$ cat src/rtl/decoder_3to8_strobe_pkg.sv
// Shared types and constants for the strobed 3-to-8 decoder.
// Holds the FSM state encoding, the default dwell length and the dwell counter width.
package decoder_3to8_strobe_pkg;

    typedef enum logic {
        IDLE = 1'b0,
        HOLD = 1'b1
    } state_t;

    localparam int DWELL_DEFAULT = 4;
    localparam int CNT_W         = 8;

endpackage

$ cat src/rtl/dec3to8_core.sv
// Pure combinational 3-to-8 one-hot mapping; bit N is high when code equals N.
module dec3to8_core (
    input  logic [2:0] code,
    output logic [7:0] onehot
);

    genvar gi;
    generate
        for (gi = 0; gi < 8; gi++) begin : g_bit
            assign onehot[gi] = (code == 3'(gi));
        end
    endgenerate

endmodule

$ cat src/rtl/decoder_3to8_strobe.sv
// Registered 3-to-8 decoder that holds each accepted one-hot code for DWELL cycles,
// with a ready/valid input handshake and a done pulse on the final dwell cycle.
module decoder_3to8_strobe
    import decoder_3to8_strobe_pkg::*;
#(
    parameter int DWELL = DWELL_DEFAULT
) (
    input  logic clk,
    input  logic rst_n,
    input  logic in_valid,
    input  logic a0,
    input  logic a1,
    input  logic a2,
    output logic in_ready,
    output logic y0,
    output logic y1,
    output logic y2,
    output logic y3,
    output logic y4,
    output logic y5,
    output logic y6,
    output logic y7,
    output logic out_valid,
    output logic done
);

    localparam logic [CNT_W-1:0] LAST_CNT = CNT_W'(DWELL - 1);

    state_t           state_reg, state_next;
    logic [CNT_W-1:0] cnt_reg, cnt_next;
    logic [7:0]       y_reg, y_next;
    logic             out_valid_reg, out_valid_next;
    logic             done_reg, done_next;

    logic [2:0]       code;
    logic [7:0]       onehot;
    logic             last_cycle;
    logic             accept;

    assign code = {a2, a1, a0};

    dec3to8_core u_core (
        .code   (code),
        .onehot (onehot)
    );

    // Ready depends only on state and counter so upstream may wait on it combinationally.
    assign last_cycle = (state_reg == HOLD) && (cnt_reg == LAST_CNT);
    assign in_ready   = (state_reg == IDLE) || last_cycle;
    assign accept     = in_valid && in_ready;

    always_comb begin
        state_next = state_reg;
        cnt_next   = cnt_reg;
        y_next     = y_reg;
        case (state_reg)
            IDLE: begin
                if (accept) begin
                    state_next = HOLD;
                    cnt_next   = '0;
                    y_next     = onehot;
                end
            end
            HOLD: begin
                if (last_cycle) begin
                    if (accept) begin
                        cnt_next = '0;
                        y_next   = onehot;
                    end else begin
                        state_next = IDLE;
                        cnt_next   = '0;
                        y_next     = '0;
                    end
                end else begin
                    cnt_next = cnt_reg + CNT_W'(1);
                end
            end
            default: begin
                state_next = IDLE;
                cnt_next   = '0;
                y_next     = '0;
            end
        endcase
        // done and out_valid are registered alongside y so all outputs change on the same edge.
        out_valid_next = (state_next == HOLD);
        done_next      = (state_next == HOLD) && (cnt_next == LAST_CNT);
    end

    always_ff @(posedge clk) begin
        if (!rst_n) begin
            state_reg     <= IDLE;
            cnt_reg       <= '0;
            y_reg         <= '0;
            out_valid_reg <= 1'b0;
            done_reg      <= 1'b0;
        end else begin
            state_reg     <= state_next;
            cnt_reg       <= cnt_next;
            y_reg         <= y_next;
            out_valid_reg <= out_valid_next;
            done_reg      <= done_next;
        end
    end

    assign y0        = y_reg[0];
    assign y1        = y_reg[1];
    assign y2        = y_reg[2];
    assign y3        = y_reg[3];
    assign y4        = y_reg[4];
    assign y5        = y_reg[5];
    assign y6        = y_reg[6];
    assign y7        = y_reg[7];
    assign out_valid = out_valid_reg;
    assign done      = done_reg;

endmodule

$ cat config.mk
export PLATFORM = sky130hd
export DESIGN_NAME = decoder_3to8_strobe
export DESIGN_NICKNAME = d
export VERILOG_FILES = /design/src/rtl/decoder_3to8_strobe_pkg.sv /design/src/rtl/dec3to8_core.sv /design/src/rtl/decoder_3to8_strobe.sv
export SDC_FILE = /design/constraint.sdc
export NUM_CORES = 1
export LEC_CHECK = 0
export ABC_CLOCK_PERIOD_IN_PS = 2700
export BUFFER_PORTS_ARGS = -buffer_cell sky130_fd_sc_hd__buf_2
export CORE_ASPECT_RATIO = 1.25
export CORE_UTILIZATION = 40
export CTS_CLUSTER_SIZE = 12
export DETAILED_ROUTE_END_ITERATION = 8
export GPL_TIMING_DRIVEN = 1
export SETUP_SLACK_MARGIN = 0.05
export SLEW_MARGIN = 15
export SYNTH_ARGS = -nofsm -noshare
export SYNTH_HDL_FRONTEND = slang
export SYNTH_SLANG_ARGS = --single-unit
$ cat constraint.sdc
create_clock -name clk -period 2.7 [get_ports clk]
set_input_delay 0.54 -clock clk [delete_from_list [all_inputs] [get_ports clk]]
set_output_delay 0.54 -clock clk [all_outputs]
set_load 0.005 [all_outputs]
==> flow_summary.yaml <==
run_status:
  run_status: "finished, final reports clean"
layout:
  syn2layout_area_growth_pct: 15.1
  layout-drive-gt1-share_pct: 19.5
  finish.cell_count_without_fillers: 148
  antenna_cells: 0
  fill_cells: 212
  design.final.nets: 126
synthesis:
  synth_top_area_share_pct: 40.2
  synth_top_cells_by_area: "dfxtp_1, o21ai_0, a21boi_0"
  synth_largest_area_cell: "dfxtp_1"
  avg_synthesized_cell_area_sq_um: 8.71
  synth_cells: 103
  seq_area_frac_synth_pct: 40.2
  synthesis.nets: 110
  ys.warnings.count: 0
  netlist_area_sq_um: 897
  synth_cell_type_count: 34
  synth-seq-cells: 18
floorplan:
  core_region_area_sq_mm: 0.00205
  chipWidth_microns: 44.4
  ioPinCount: 17
  die_y_microns: 55.0
  floorplan.die_area_sq_mm: 0.00244
  rows: 18
  floorplan.initialDensity_pct: 43.8
clock_network:
  clock_tree.htree_level_count: 1
  tritoncts: "done"
  cts.sinks: 18
  cts-buffers-inserted: 3
  ctsHoldBuffers: 0
  clkLatencyLatePin_ns: 0.29
  cts.clk_slew.worst_paths_ns: 0.10
  post-cts-setup-buffers: 0
  cts.root.buffer_cell: "clkbuf_4"
  cts.repair.resized: 0
  cts_max_path_buffers: 2
worst_setup_path:
  cp-start-kind: "flop"
  crit_slowest_cell: "or4_4"
  critPathMaxFanout: 16
  worst-setup-path-type: "flop to output port"
  endpoint_kind: "output port"
  crit_path_max_incr_delay_ns: 0.54
  worst_ep_arrival_time_ns: 1.92
  required_ns: 2.16
  cp_cell_sequence: "or4_4, o41a_4, clkinv_1, buf_2"
power:
  cellPowerDensity_mw_per_mm2: 473
  power.leakage_nw: 0.409
  totalPowerFinal_w: 0.000488
  peakVddDrop_v: 0.000254
timing:
  post-route-period-util_pct: 91.0
  finalSetupTns_ns: 0
  final_max_slew_viol_count: 0
  rsz0062_at_grt: "no"
  timing.slew.headroom_pct: 73.7
  clock_skew_ns: 0.00488
  worstMarginPinSlew_ns: 0.394
  fin_crit_ns: 2.46
  clock.fmax_ghz: 0.407
  setup_viol_count_final: 0
  final_critical_path_setup_slack_ns: 0.244
  final-hold-violation-count: 0
grt:
  total_routing_resource_utilization_after_global_routing_pct: 18.0
  grt_pass1_wl_microns: 3110
  globalRouteOverflowTotal: 0
  grt_max_degree: 19
  grt_pass1_vias: 708
  grt_antenna_before_repair: 0
routing:
  detailroute.via_count: 796
  detailedRoute.firstPassIterationCount: 4
  drt_first_iter_violations: 7
  drt-wirelength-per-cell_microns: 12.8
  post_drt_via_cell_ratio: 5.38
  wl_microns: 1890
  ant_nets: 0
  drc: 0
place:
  port_buffers: 16
  gp_congestion: 0.773
  place_worst_setup_slack_ns: 0.569
  dp_hpwl_microns: 1350
  placedCellCount: 144
worst_hold_path:
  worstHoldPathType: "flop to flop"
job:
  max_cap_violations: 0
-- per-stage QoR --
step | instance area [sq um] | hold WS (ns) | utilization [%]
5_1_grt | 1030 | 0.510 | 50.4
3_3_place_gp | 996 | 0.461 | 48.6
6_report | 1030 | 0.480 | 50.4
2_1_floorplan | 897 | 0.469 | -
4_1_cts | 1030 | 0.483 | 50.4
3_5_place_dp | 996 | 0.466 | 48.6
-- final timing paths --
check                                start  endpoint  slack [ns]  cells past startpoint
worst max-delay path            cnt_reg[5]  in_ready        0.24                      4
worst min-delay path              y_reg[5]  y_reg[5]        0.48                      2
worst max register to register  cnt_reg[5]  y_reg[4]        0.65                      4
worst min register to register    y_reg[5]  y_reg[5]        0.48                      2
-- area by class of cell --
type / count / area, sq um / share of cell area (%)
clock buffers: 4 / 36.3 / 3.52
multi-input cells: 75 / 495 / 48.0
flip-flops and latches: 18 / 360 / 34.9
repair buffers: 17 / 87.6 / 8.48
well taps: 30 / 37.5 / 3.64
inverters: 4 / 15.0 / 1.45
-- metal layers --
layer	wire [microns]	up-vias	global-route usage, %
met2	931	15	32.1
li1	-	408	-
met3	45	4	2.27
met5	0	-	0
met4	39	0	11.6
met1	870	369	20.1
-- logic make-up after synthesis --
family	synth area share, %
and+or+nand+nor	25.9
AOI/OAI and AO/OA	25.9
DFF	40.2
buffers and inverters	4.60
xor gates and xnor gates	1.95
adders and majority gates	1.39
-- synth_stat cells --
master,number
a21boi_0,8
a21boi_1,3
a21o_1,1
a21oi_1,2
a22oi_1,2
and2_1,2
and3b_1,2
and4b_1,1
buf_2,3
clkbuf_1,3
clkinv_1,1
dfxtp_1,18
ha_1,1
inv_1,3
nand2_1,7
nand2b_1,1
nand3_1,5
nand3b_1,1
nand4_1,1
nand4b_1,2
nor2_1,6
nor2b_1,3
nor3_1,1
nor3b_1,1
nor4_1,1
o211a_1,1
o21ai_0,12
o221ai_1,2
o31a_1,1
o41a_4,1
or3_1,2
or4_4,1
or4b_1,2
xnor2_1,2
-- worst max-delay path, delay by kind of cell (launching register included) --
family                 cells  cell delay, ns
and+or+nand+nor            1            0.54
DFF                        1            0.34
AOI/OAI and AO/OA          1            0.44
buffers and inverters      2            0.30
-- cell usage in the layout (no fill, tap or decap), drive strengths merged, types with 3 or more instances in the layout --
cell	synthesis	final
nand2	7	7
dfxtp	18	18
a21boi	11	11
nor2	6	6
o21ai	12	12
inv	3	3
buf	3	17
nand3	5	5
clkbuf	3	4
nor2b	3	3
-- report_power, final --
group	total [W]	internal (W)	switching (W)
Clock	0.000164	0.0000822	0.0000822
Sequential	0.000277	0.000271	0.00000607
Combinational	0.0000470	0.0000204	0.0000266
Total	0.000488	0.000373	0.000115
No activity file was read; power rests on OpenSTA's default activity.
